## src/rtl/mem_pkg.sv

```systemverilog
// Shared constants for the memory arbiter slice: default bus widths and port indices.
package mem_pkg;

  localparam int unsigned MEM_ADDR_W = 15;
  localparam int unsigned MEM_DATA_W = 16;

  // Requester indices into the request/grant vectors
  localparam int unsigned N_PORTS = 2;
  localparam bit          PORT_F  = 1'b0;
  localparam bit          PORT_D  = 1'b1;

endpackage

```

## src/rtl/rr_arb2.sv

```systemverilog
// Two-way arbiter with round-robin or fixed (D wins) priority.
// Ports:
//   clk, rst_n : clock and synchronous active-low reset
//   req        : request vector, indexed by PORT_F / PORT_D
//   gnt_c      : one-hot-or-zero grant vector (combinational, zero during reset)
module rr_arb2
  import mem_pkg::*;
#(
  parameter bit FIXED_PRIO = 1'b0
) (
  input  logic               clk,
  input  logic               rst_n,
  input  logic [N_PORTS-1:0] req,
  output logic [N_PORTS-1:0] gnt_c
);

  // 1 = D was granted most recently, so F is preferred on the next contention
  logic last_d;

  // Grant selection
  always_comb begin
    gnt_c = '0;
    if (rst_n) begin
      if (req[PORT_F] && req[PORT_D]) begin
        if (FIXED_PRIO || !last_d) begin
          gnt_c[PORT_D] = 1'b1;
        end else begin
          gnt_c[PORT_F] = 1'b1;
        end
      end else begin
        gnt_c = req;
      end
    end
  end

  // Pointer only moves when something is granted; idle cycles keep it
  always_ff @(posedge clk) begin
    if (!rst_n) begin
      last_d <= 1'b1;
    end else if (|gnt_c) begin
      last_d <= gnt_c[PORT_D];
    end
  end

endmodule

```

## src/rtl/mem_arbiter.sv

```systemverilog
// Shares one single-port memory between the instruction-fetch port (read-only)
// and the load/store port (read/write). One access per cycle, 1-cycle read latency.
// Ports:
//   clk, rst_n                         : clock, synchronous active-low reset
//   f_req/f_addr/f_gnt/f_rvalid        : fetch requester
//   d_req/d_we/d_addr/d_wdata/d_gnt/d_rvalid : load/store requester
//   rdata                              : shared read data (memory output passed through)
//   mem_addr/mem_di/mem_we/mem_re/mem_do : memory interface
module mem_arbiter
  import mem_pkg::*;
#(
  parameter int unsigned ADDR_W     = MEM_ADDR_W,
  parameter int unsigned DATA_W     = MEM_DATA_W,
  parameter bit          FIXED_PRIO = 1'b0
) (
  input  logic              clk,
  input  logic              rst_n,
  input  logic              f_req,
  input  logic [ADDR_W-1:0] f_addr,
  output logic              f_gnt,
  output logic              f_rvalid,
  input  logic              d_req,
  input  logic              d_we,
  input  logic [ADDR_W-1:0] d_addr,
  input  logic [DATA_W-1:0] d_wdata,
  output logic              d_gnt,
  output logic              d_rvalid,
  output logic [DATA_W-1:0] rdata,
  output logic [ADDR_W-1:0] mem_addr,
  output logic [DATA_W-1:0] mem_di,
  output logic              mem_we,
  output logic              mem_re,
  input  logic [DATA_W-1:0] mem_do
);

  logic [N_PORTS-1:0] req;
  logic [N_PORTS-1:0] gnt;
  logic               f_rv_q;
  logic               d_rv_q;

  // Pack requests by port index
  always_comb begin
    req         = '0;
    req[PORT_F] = f_req;
    req[PORT_D] = d_req;
  end

  rr_arb2 #(
    .FIXED_PRIO (FIXED_PRIO)
  ) u_arb (
    .clk   (clk),
    .rst_n (rst_n),
    .req   (req),
    .gnt_c (gnt)
  );

  assign f_gnt = gnt[PORT_F];
  assign d_gnt = gnt[PORT_D];

  // Memory drive; with no grant the fetch address is presented
  assign mem_addr = d_gnt ? d_addr : f_addr;
  assign mem_di   = d_wdata;
  assign mem_we   = d_gnt & d_we;
  assign mem_re   = f_gnt | (d_gnt & ~d_we);
  assign rdata    = mem_do;

  // Response owner tracking, aligned with the memory's registered output
  always_ff @(posedge clk) begin
    if (!rst_n) begin
      f_rv_q <= 1'b0;
      d_rv_q <= 1'b0;
    end else begin
      f_rv_q <= f_gnt;
      d_rv_q <= d_gnt & ~d_we;
    end
  end

  // Reset also masks a response still in flight from the cycle before reset
  assign f_rvalid = f_rv_q & rst_n;
  assign d_rvalid = d_rv_q & rst_n;

endmodule
```

## config.mk

```make
export PLATFORM = sky130hd
export DESIGN_NAME = mem_arbiter
export DESIGN_NICKNAME = d
export VERILOG_FILES = /design/src/rtl/mem_pkg.sv /design/src/rtl/rr_arb2.sv /design/src/rtl/mem_arbiter.sv
export SDC_FILE = /design/constraint.sdc
export NUM_CORES = 1
export LEC_CHECK = 0
export CORE_UTILIZATION = 21
export CTS_BUF_LIST = sky130_fd_sc_hd__clkbuf_8
export DETAILED_ROUTE_END_ITERATION = 16
export PLACE_DENSITY = 0.88
export SETUP_SLACK_MARGIN = 0.3
export SLEW_MARGIN = 10
export SYNTH_ARGS = -nofsm -noshare
export SYNTH_HDL_FRONTEND = slang
export SYNTH_SLANG_ARGS = --single-unit
```

## constraint.sdc

```tcl
create_clock -name clk -period 3.7 [get_ports clk]
set_clock_uncertainty 0.05 [all_clocks]
set_input_delay 1.11 -clock clk [delete_from_list [all_inputs] [get_ports clk]]
set_output_delay 1.11 -clock clk [all_outputs]
set_load 0.01 [all_outputs]
```

# After elaboration in Yosys (flattened, before gate mapping)
# Cells that the tools add are included.
[totals]
out_inout_bits = 53
input_bits = 67
regBits = 3
word_cells = 16
[classes]
bitwise_logic = 6
reduce_logical = 2
muxes = 5
[op_table]
columns = ["cell", "count"]
rows = [
  ["15-bit 2-to-1 mux", 1],
  ["1-bit AND", 4],
  ["2-bit 2-to-1 mux", 2],
  ["1-bit 2-to-1 mux", 2],
  ["2-bit OR reduction", 1],
  ["1-bit logical AND", 1],
  ["1-bit inverter", 1],
  ["1-bit bitwise OR", 1],
]

# Logic depth before layout (Yosys ltp)
# Gate-level depths: netlist of run 1.
[depth]
ltp_word = 5
mapped_depth = 5

# By module
# From an unflattened synthesis of run 1, not the netlist that was laid out.
[hier_totals]
hier_cells = 67
area_unflattened_um2 = 614.3
[by_module_without_submodules]
columns = ["mod", "area_each_um2", "seq_area_each_um2", "cells_per_inst", "n_inst"]
rows = [
  ["mem_arbiter", 553.0, 40.0, 58, 1],
  ["rr_arb2", 61.3, 20.0, 9, 1],
]

# Worst setup path before layout of run 1
# No wires, ideal clock.
[synth_timing]
kind = "input-to-output"
from = "input port f_req"
to = "output port mem_addr[10]"
stages = 5
t_required_ps = 2540
n_path_buf = 2
arrival_time_ps = 1910
slack_ps = 630
path_cell_list = "nand2_1 -> and3_1 -> buf_6 -> buf_12 -> mux2_4"
[synth_between]
elab_chain_len = 4
[synth_rtl]
columns = ["element", "line_no", "rtl"]
rows = [
  ["start, declared", "mem_arbiter.sv:18", "input logic f_req,"],
  ["1-bit logical AND", "rr_arb2.sv:24", "if (req[PORT_F] && req[PORT_D]) begin"],
  ["2-bit 2-to-1 mux", "rr_arb2.sv:24", ""],
  ["2-bit 2-to-1 mux", "rr_arb2.sv:23", "if (rst_n) begin"],
  ["net d_gnt", "mem_arbiter.sv:26", "output logic d_gnt,"],
  ["15-bit 2-to-1 mux", "mem_arbiter.sv:61", "assign mem_addr = d_gnt ? d_addr : f_addr;"],
  ["end, declared", "mem_arbiter.sv:29", "output logic [ADDR_W-1:0] mem_addr,"],
]
# The timed path passes the listed nets, and every way through them passes these cells.

# Final worst setup path of run 1
[layout_timing]
from = "input port rst_n"
to = "output port mem_addr[12]"
[layout_between]
elab_chain_len = 2
[layout_rtl]
columns = ["element", "line_no", "rtl"]
rows = [
  ["start, declared", "mem_arbiter.sv:17", "input logic rst_n,"],
  ["2-bit 2-to-1 mux", "rr_arb2.sv:23", ""],
  ["15-bit 2-to-1 mux", "mem_arbiter.sv:61", ""],
]
# No other way between the ends.

==> flow_summary.json, run 1 <==
{
  "fillers": 276,
  "slowest_delay_ns": 0.31,
  "syn_area_per_cell_um2": 8.982,
  "cts.clk_slew.worst_paths_ns": 0.03,
  "synth.net_count": 134,
  "wirelength_mm": 1.740,
  "crit_slowest_cell": "mux2_4",
  "p_clk_share_pct": 40.3,
  "synth.area.top_cells": "buf_4, mux2_4, mux2_2, dfxtp_1, buf_12",
  "p_per_area_nw_per_um2": 235.6,
  "dp.cells": 122,
  "ant_nets": 0,
  "dp_hpwl_mm": 1.526,
  "relSlewSlack_pct": 89.59,
  "grt_usage_pct": 11.47,
  "synth_top_area_cell": "buf_4",
  "max-cap-violations": 0,
  "crit_arrival_ns": 2.20,
  "cp_cell_sequence": "clkdlybuf4s15_1 > and3_4 > buf_8 > mux2_4 > buf_2",
  "grt_max_degree": 9,
  "dr.pass1.iters": 2,
  "p_sw_share_pct": 23.73,
  "status": "complete, no violations",
  "rows": 19,
  "ys_types": 15,
  "synth_edf_count": 0,
  "p_comb_share_pct": 43.8,
  "io_pins": 120,
  "irDropWorstVdd_v": 0.00008371,
  "hold-worst-slack_ns": 0.5219,
  "viasPerCell": 4.276,
  "synth.most_common_cell": "buf_4",
  "cts_root_buf": "clkbuf_8",
  "htreeDepth": 1,
  "power.internal_mw": 0.1714,
  "portBuffers": 55,
  "ctsHoldBuffers": 0,
  "die_area_um2": 3084,
  "min_period_ns": 3.357,
  "end_kind": "output port",
  "p_leak_nw": 0.4344,
  "synthTopCellsByCount": "buf_4, mux2_2, mux2_4",
  "slew_violations": 0,
  "power.switching_mw": 0.05331,
  "syn_inst": 67,
  "cts_buffers": 3,
  "cp_max_fo": 8,
  "drc": 0,
  "worst_pin_slew_ns": 0.1561,
  "finish.utilization_pct": 34.87,
  "wl_per_cell_um": 13.70,
  "cts.path.max_buffers": 2,
  "final_cells": 127,
  "die_y_um": 55.54,
  "ys_warn_count": 0,
  "finalNetCount": 164,
  "register_area_um2": 60.06,
  "grt_first_pass_wirelength_mm": 2.684,
  "holdCritPathClass": "flip-flop to flip-flop",
  "yosys_most_used_dff": "dfxtp_1",
  "design_area_um2": 953.4,
  "dpl_cell_area_um2": 942.2,
  "tns_ns": 0,
  "antenna_found_initial": 0,
  "p_seq_share_pct": 15.8,
  "yosysSeqAreaShare_pct": 9.979,
  "async_flop_share_pct": 0,
  "place_congestion": 0.7537,
  "setup_viol": 0,
  "drt_first_iter_violations": 4,
  "drive_above_1_share_pct": 42.71,
  "cts_sinks": 3,
  "synth_top_cell_area_share_pct": 39.92,
  "finalCritPeriodShare_pct": 90.74,
  "area_growth_pct": 58.42,
  "diodes": 0,
  "cp-start-kind": "input pin",
  "grt_pass1_vias": 609,
  "cp_data_required_time_ns": 2.54,
  "ys_ff_latch": 3,
  "die_w_um": 55.54,
  "fmax_mhz": 297.9,
  "initial_utilization_pct": 22.01,
  "hold_violations": 0,
  "rsz0062_at_grt": "false",
  "clk_latency_ns": 0.21,
  "coreArea_um2": 2734,
  "cts_tree": "built",
  "vias": 543,
  "crit_type": "input pin to output port",
  "synth_area_um2": 601.8,
  "grt_overflow": 0,
  "multi_input_area_um2": 274.0
}
-- stage by stage --
stage               setup WS (ns)  total power [mW]
floorplan                  0.6298            0.1093
global placement          -0.2811            0.1409
detailed placement        -0.2992            0.1430
CTS                        0.3208            0.2295
global route               0.3062            0.2403
finish                     0.3427            0.2247
-- cells in the final DEF (no fill, tap or decap), drive strengths merged --
| master | synthesis | layout |
|---|---|---|
| inv | 2 | 3 |
| nor2b | 1 | 1 |
| nand2 | 2 | 2 |
| buf | 34 | 19 |
| clkdlybuf4s50 | 0 | 33 |
| nor2 | 2 | 2 |
| and2 | 3 | 3 |
| nand2b | 1 | 1 |
| clkbuf | 0 | 4 |
| dlygate4sd2 | 0 | 5 |
| dfxtp | 3 | 3 |
| o21ai | 2 | 2 |
| a21oi | 1 | 1 |
| and3 | 1 | 1 |
| mux2 | 15 | 15 |
| clkdlybuf4s15 | 0 | 1 |
-- sequential cells by signal, indices dropped and copies added (netlist names) --
register      flops
d_rv_q            1
f_rv_q            1
u_arb.last_d      1
-- cells by family after synthesis --
logic type      synth area share [%]
compound gates                 2.494
simple gates                   8.735
mux                            32.43
flops                          9.980
buf+inv                        46.36
-- power by group through the flow --
stage               clock network [mW]  registers, mW  logic (mW)
floorplan                            0         0.0353      0.0740
global placement                     0         0.0354       0.105
detailed placement                   0         0.0358       0.107
CTS                             0.0941         0.0355      0.0999
global route                    0.0993         0.0358       0.105
finish                          0.0906         0.0356      0.0984
-- path summary, 6_finish.rpt --
path / startpoint / endpoint / slack [ns] / depth (start not counted)
worst max-delay path: rst_n / mem_addr[12] / 0.34 / 5
worst min-delay path: u_arb.last_d$_SDFFE_PN1P_ / u_arb.last_d$_SDFFE_PN1P_ / 0.52 / 3
worst min register to register: u_arb.last_d$_SDFFE_PN1P_ / u_arb.last_d$_SDFFE_PN1P_ / 0.52 / 3
worst max register to register: u_arb.last_d$_SDFFE_PN1P_ / d_rv_q$_SDFF_PN0_ / 2.67 / 4
-- layer usage --
metal	up-vias	wire, um	global-route usage, %
met2	51	1023	23.24
met4	0	73	10.00
met5	-	0	0
met3	10	216	4.684
li1	243	-	-
met1	239	427	7.328
-- layout make-up --
type / count / share of cell area, %
Clock buffer: 3 / 4.331
Clock inverter: 1 / 0.3937
Inverter: 2 / 0.7874
Multi-Input combinational cell: 28 / 28.74
Sequential cell: 3 / 6.299
Tap cell: 31 / 4.068
Timing Repair Buffer: 59 / 55.38
-- critical path: cells and delay by family --
| kind | cells | cell delay, ns |
|---|---|---|
| buffers and inverters | 3 | 0.53 |
| AND/OR/NAND/NOR | 1 | 0.24 |
| multiplexers | 1 | 0.31 |
-- timing repair --
item | 4_1_cts | 5_1_grt
gates resized for setup | 79 | 3
endpoints found under the setup margin | 21 | 15
pin swaps | 2 | 2
buffers inserted | 0 | 0
cloned | 1 | 0
Power figures use the tool's default switching activity.
==> run 2: changes to the inputs <==
GPL_ROUTABILITY_DRIVEN = 0   (was not set)
==> results of run 2 <==
Same layout as run 1: the final DEF is identical, and so are final timing and power.
